`src/rtl/rca32.sv`:
```
// Registered 32-bit ripple-carry adder: full adder -> 4-bit slice -> 8 slices; 1-cycle latency.
// No backpressure: a new (a, b, cin) is accepted on every clock.

module rca32_fa (
  input  logic x,
  input  logic y,
  input  logic c,
  output logic sum,
  output logic carry
);
  logic p;

  assign p     = x ^ y;
  assign sum   = p ^ c;
  assign carry = (x & y) | (c & p);
endmodule

module rca32_slice4 (
  input  logic [3:0] x,
  input  logic [3:0] y,
  input  logic       c,
  output logic [3:0] sum,
  output logic       carry
);
  logic [4:0] cy;

  assign cy[0] = c;

  for (genvar i = 0; i < 4; i++) begin : g_bit
    rca32_fa u_fa (
      .x     (x[i]),
      .y     (y[i]),
      .c     (cy[i]),
      .sum   (sum[i]),
      .carry (cy[i+1])
    );
  end

  assign carry = cy[4];
endmodule

module rca32 (
  input  logic        clk,
  input  logic        rst,
  output logic [31:0] s,
  output logic        cout,
  input  logic [31:0] a,
  input  logic [31:0] b,
  input  logic        cin
);
  logic [8:0]  cy;
  logic [31:0] sum;

  assign cy[0] = cin;

  // Slice k's carry-out ripples straight into slice k+1; no lookahead anywhere.
  for (genvar k = 0; k < 8; k++) begin : g_slice
    rca32_slice4 u_slice (
      .x     (a[4*k +: 4]),
      .y     (b[4*k +: 4]),
      .c     (cy[k]),
      .sum   (sum[4*k +: 4]),
      .carry (cy[k+1])
    );
  end

  always_ff @(posedge clk or posedge rst) begin
    if (rst) begin
      s    <= 32'h0000_0000;
      cout <= 1'b0;
    end else begin
      s    <= sum;
      cout <= cy[8];
    end
  end
endmodule

```
`config.mk`:
```
export PLATFORM = sky130hd
export DESIGN_NAME = rca32
export DESIGN_NICKNAME = d
export VERILOG_FILES = /design/src/rtl/rca32.sv
export SDC_FILE = /design/constraint.sdc
export NUM_CORES = 1
export LEC_CHECK = 0
export ABC_AREA = 1
export CAP_MARGIN = 0
export CORE_MARGIN = 3
export CORE_UTILIZATION = 30
export CTS_BUF_LIST = sky130_fd_sc_hd__clkbuf_16
export DETAILED_ROUTE_END_ITERATION = 12
export DONT_BUFFER_PORTS = 1
export HOLD_SLACK_MARGIN = 0.15
export PLACE_DENSITY = 0.52
export SYNTH_ARGS = -nofsm -noshare
export SYNTH_HDL_FRONTEND = slang
export SYNTH_SLANG_ARGS = --single-unit
```
`constraint.sdc`:
```
create_clock -name clk -period 0.9 [get_ports clk]
set_clock_uncertainty 0.15 [all_clocks]
set_input_delay 0.045 -clock clk [delete_from_list [all_inputs] [get_ports clk]]
set_output_delay 0.045 -clock clk [all_outputs]
set_load 0.03 [all_outputs]
```
==> results of run 1 <==
routing by layer:
layer / track usage / wire length [um]
met1: 0.118 / 1000
met3: 0.0751 / 432
met2: 0.160 / 1320
met4: 0.0435 / 50
met5: 0 / 0
final cells by class:
type	count	area (um^2)	area share
clock buffer	5	125	0.0654
sequential	33	866	0.453
tap	67	83.8	0.0438
inverter	11	81.3	0.0425
clock inverter	2	7.51	0.00393
multi-input combinational	32	718	0.376
timing repair buffer	2	30.0	0.0157
cell families (layout without fill, tap and decap cells):
logic type  Yosys count  in the layout
flops                33             33
fa+ha+maj            32             32
buf+inv              11             20
placed cells by master (no fill, tap or decap):
master,count
buf_12,1
clkinv_1,1
fa_2,31
dfrtp_1,1
inv_2,2
inv_4,1
inv_8,1
inv_1,6
fa_1,1
clkinvlp_4,1
clkinv_16,1
dlygate4sd3_1,1
dfrtp_2,32
clkbuf_16,5
per-stage QoR:
stage | setup WS, ps | hold slack [ps]
detailed placement | -10620 | -336
global route | -10610 | -186
floorplan | -10290 | -170
finish | -10280 | -174
global placement | -10550 | -339
CTS | -10330 | -181
worst max-delay path, delay by kind of cell:
family / cells / cell delay [ps]
fa+ha+maj: 32 / 11020
buf+inv: 4 / 180
where the power goes:
group / switching [mW] / total, mW / internal (mW) / leakage, nW
logic: 0.204 / 0.429 / 0.225 / 0.279
clock network: 0.526 / 1.51 / 0.984 / 0.0685
registers: 0.738 / 2.58 / 1.84 / 0.353
total: 1.47 / 4.52 / 3.05 / 0.700
worst paths after layout:
kind	startpoint	endpoint	cells after the start
max in group asynchronous	rst	s[26]	3
setup / recovery	a[0]	s[31]	36
hold / removal	b[21]	s[21]	1
min in group asynchronous	rst	s[23]	2
flip-flops by register name, indices dropped and copies added, names as in the netlist:
register and cells:
cout 1, s 32
cell usage after synthesis:
cell type / number / area share
dfrtp_1: 33 / 0.55
fa_1: 32 / 0.42
inv_1: 11 / 0.027
timing repair:
item | 4_1_cts | 5_1_grt
hold endpoints to repair | 66 | 36
cloned | 0 | 0
endpoints found under the setup margin | 65 | 65
resized for setup | 32 | 4
==> results by group, run 1 <==
Worst setup path
  – Crit path DAT: 11,240 ps
  – Crit path max-delay cell type: fa_1
  – Critical Path RT: 960 ps
  – Crit-path max FO: 1
  – Kind of critical path: input port to flop
  – Critical Path End Type: flop
  – Crit path largest cell delay: 390 ps
  – CP most frequent cell: fa_2
  – Startpoint Class: input port

Die
  – Core Rows: 25
  – Die area: 5910 um^2
  – Core ar.: 4790 um^2
  – Die H: 76.9 um
  – Initial core utilization: 0.315
  – Num ports: 100
  – Die width: 76.9 um

Global routing
  – Largest net degree at the start of global routing: 31
  – Initial antenna violation count: 0
  – Vias in the first global route: 868
  – Total GRT Usage: 0.107
  – First-pass GRT wire length: 4620 um
  – Grt ovf: 0

Place
  – IO buf count: 0
  – Placed cell count: 144
  – RD Place Congestion: 0.610
  – Area after DPL: 1710 um^2

Synth
  – Compound-cell area share of the yosys netlist: 0
  – Post-Synth Adder-Cell Area: 0.425
  – Xor/xnor share of the synthesized area: 0
  – Synth unique cells: 3
  – Simple-gate share of the synthesized area: 0
  – Ys Warns: 0
  – Seq/Total Area, Yosys: 0.548
  – Syn_area_per_cell: 19.8 um^2
  – Mapped Area: 1510 um^2
  – Cell count after synthesis: 76
  – Syn_nets: 175
  – Flops & latches, synth: 33
  – Mux share of post-synthesis cell area: 0
  – Largest family of logic cells by synthesized area: adder cells

STA
  – Total negative slack: -168,780 ps
  – Pins Over Slew Limit: 0
  – RSZ-0062 raised after global routing: true
  – Worst hold slack: -174 ps
  – Min Tclk post-route: 11,180 ps
  – Final Hold Viols: 33
  – Final period util: 12.4
  – Setup violations, final: 65
  – Fmax: 89.5 MHz
  – Least-Margin Pin Slew: 285 ps
  – Slew headroom: 0.810
  – Setup ws final: -10,280 ps

Detailed routing
  – DRT iter0 DRCs: 4
  – Initial DRT Pass Iterations: 2
  – Number of routed nets with antenna violations: 0
  – Drt drc: 0
  – Vias/cell: 4.12
  – Post-DR wirelength/cell: 18.5 um
  – Final wirelength: 2810 um
  – Vias: 626

Worst hold path
  – HP Class: input port to flop

Final layout
  – Final core utilization: 0.399
  – Nets: 184
  – # diodes: 0
  – Filler cells: 431
  – Layout cell share with drive strength beyond 1: 0.882
  – Post-route design area: 1910 um^2
  – Finished Layout Cells: 152
  – Area growth syn-to-layout: 26.8%

Clock tree
  – CTS tree: built
  – CTS Buf Count: 5
  – Post-CTS Setup Bufs: 0
  – Worst-path clk slew: 50 ps
  – H-tree depth: 2
  – CTS max path bufs: 2
  – Hold buffers post-CTS: 1
  – CTS sink cnt: 33
  – Clock root cell: clkbuf_16

Job
  – MaxCap Viol Count: 0

Pwr
  – Pwr Total: 4.52 mW
  – Leakage: 0.700 nW
  – Peak VDD IR: 781 uV
  – Cell area power density: 2360 nW/um^2

Outcome
  – Failing checks: hold timing, setup timing
  – Outcome: complete, but fails checks
Power figures use the tool's default switching activity.
==> run 2: changes to the inputs <==
--- a/config.mk
+++ b/config.mk
@@ -13,7 +13,7 @@
 export DETAILED_ROUTE_END_ITERATION = 12
 export DONT_BUFFER_PORTS = 1
 export HOLD_SLACK_MARGIN = 0.15
-export PLACE_DENSITY = 0.52
+export PLACE_DENSITY = 0.51
 export SYNTH_ARGS = -nofsm -noshare
 export SYNTH_HDL_FRONTEND = slang
 export SYNTH_SLANG_ARGS = --single-unit
==> constraint.sdc (replaced) <==
create_clock -name clk -period 12.55 [get_ports clk]
set_clock_uncertainty 0.15 [all_clocks]
set_input_delay 0.6275 -clock clk [delete_from_list [all_inputs] [get_ports clk]]
set_output_delay 0.6275 -clock clk [all_outputs]
set_load 0.03 [all_outputs]
==> results by group, run 2 (same netlist as run 1, synthesis figures left out) <==
Worst setup path
  – CP most frequent cell: fa_2
  – Kind of critical path: input port to flop
  – Crit path DAT: 12,230 ps
  – Crit path largest cell delay: 410 ps
  – Critical Path RT: 12,610 ps
  – Crit-path max FO: 1
  – Startpoint Class: input port
  – Critical Path End Type: flop
  – Crit path max-delay cell type: fa_1

Die
  – Die width: 76.9 um
  – Core ar.: 4790 um^2
  – Die area: 5910 um^2
  – Initial core utilization: 0.315
  – Die H: 76.9 um
  – Core Rows: 25
  – Num ports: 100

Clock tree
  – H-tree depth: 2
  – Post-CTS Setup Bufs: 0
  – CTS sink cnt: 33
  – CTS Buf Count: 5
  – Clock root cell: clkbuf_16
  – CTS tree: built
  – CTS max path bufs: 2
  – Worst-path clk slew: 50 ps

Place
  – Placed cell count: 144
  – DP Wirelength: 2360 um
  – IO buf count: 0
  – RD Place Congestion: 0.617

Pwr
  – Clock Power Share: 0.345
  – P_int: 0.212 mW
  – Logic gate share of total power: 0.086
  – Peak VDD IR: 51.6 uV
  – Sw frac: 0.331
  – Cell area power density: 176 nW/um^2
  – Pwr Total: 0.317 mW
  – Leakage: 0.735 nW
  – P_sw: 0.105 mW
  – Sequential Power Share: 0.569

Final layout
  – Nets: 184
  – Largest register FFs: 32
  – Largest registers: s (32), cout (1)
  – Most frequent cells in the layout: dfrtp_1, fa_2, inv_1
  – Filler cells: 443
  – Register area: 826 um^2
  – Area growth syn-to-layout: 19.3%
  – Most flop-heavy register: s
  – Area occupied by multi-input gates: 698 um^2
  – Most common cell after layout, fill and taps aside: dfrtp_1
  – Layout cell share with drive strength beyond 1: 0.341
  – Finished Layout Cells: 152
  – Final core utilization: 0.376
  – # diodes: 0

STA
  – Least-Margin Pin Slew: 510 ps
  – Worst hold slack: 376 ps
  – Fmax: 82.1 MHz
  – Min Tclk post-route: 12,170 ps
  – Final period util: 0.970
  – Slew headroom: 0.659
  – Pins Over Slew Limit: 0
  – Setup violations, final: 0
  – Total negative slack: 0 ps
  – RSZ-0062 raised after global routing: false
  – Final Hold Viols: 0

Detailed routing
  – Vias: 643
  – Number of routed nets with antenna violations: 0
  – Post-DR wirelength/cell: 17.8 um
  – Initial DRT Pass Iterations: 4
  – Final wirelength: 2710 um
  – DRT iter0 DRCs: 9
  – Drt drc: 0
  – Vias/cell: 4.23

Global routing
  – Vias in the first global route: 838
  – First-pass GRT wire length: 4490 um
  – Total GRT Usage: 0.104
  – Largest net degree at the start of global routing: 21
  – Grt ovf: 0
  – Initial antenna violation count: 0

Job
  – MaxCap Viol Count: 0

Worst hold path
  – HP Class: input port to flop

Outcome
  – Outcome: completed
-- run 2: changes by cell type in the layout (fill, tap and decap cells not counted), moves of 2 or more --
cell | previous run | this run
dfrtp_1 | 1 | 33
dfrtp_2 | 32 | 0
fa_1 | 1 | 9
fa_2 | 31 | 23
inv_1 | 6 | 12
inv_2 | 2 | 0
-- run 2: worst paths after layout --
check	slack (ps)	start	end	cells after the start
worst max-delay path	380	a[0]	s[31]	36
max in group asynchronous	10920	rst	s[13]	3
min in group asynchronous	680	rst	s[22]	2
worst min-delay path	380	b[30]	s[30]	1
-- run 2: final cells by class --
cell class,instances,area share
sequential,33,0.459
tap,67,0.0466
clock buffer,5,0.0695
clock inverter,2,0.00417
timing repair buffer,2,0.00974
multi-input combinational,32,0.388
inverter,11,0.0229
-- run 2: power groups by stage --
stage          clock, mW  combinational, mW  sequential (mW)
3_5_place_dp           0             0.0274            0.182
5_1_grt            0.120             0.0343            0.182
6_report           0.109             0.0272            0.180
4_1_cts            0.113             0.0283            0.181
3_3_place_gp           0             0.0253            0.183
2_1_floorplan          0             0.0190            0.179
-- run 2: layer usage --
layer | up-vias | global-route usage | part of all wire
li1 | 234 | - | -
met1 | 331 | 0.111 | 0.33
met2 | 72 | 0.152 | 0.48
met3 | 6 | 0.0763 | 0.18
met4 | 0 | 0.0489 | 0.016
met5 | - | 0 | 0
-- run 2: critical path, delay by kind of cell --
family	cells	cell delay [ps]
adder cells (fa/ha/maj)	32	11350
buffers and inverters	4	250
-- run 2: timing repair --
action / in CTS / in global routing
resized for setup: 7 / 5
hold endpoints to repair: 13 / 0
gates cloned: 0 / 0
endpoints found under the setup margin: 2 / 2
hold buffers: 1 / 0
pin swaps: 1 / 1
-- run 2: stage by stage --
stage          cell area (um^2)  worst slack (ps)
2_1_floorplan              1540              21.6
3_3_place_gp               1630              -459
3_5_place_dp               1630              -604
4_1_cts                    1790              44.7
5_1_grt                    1800              23.2
6_report                   1800               377
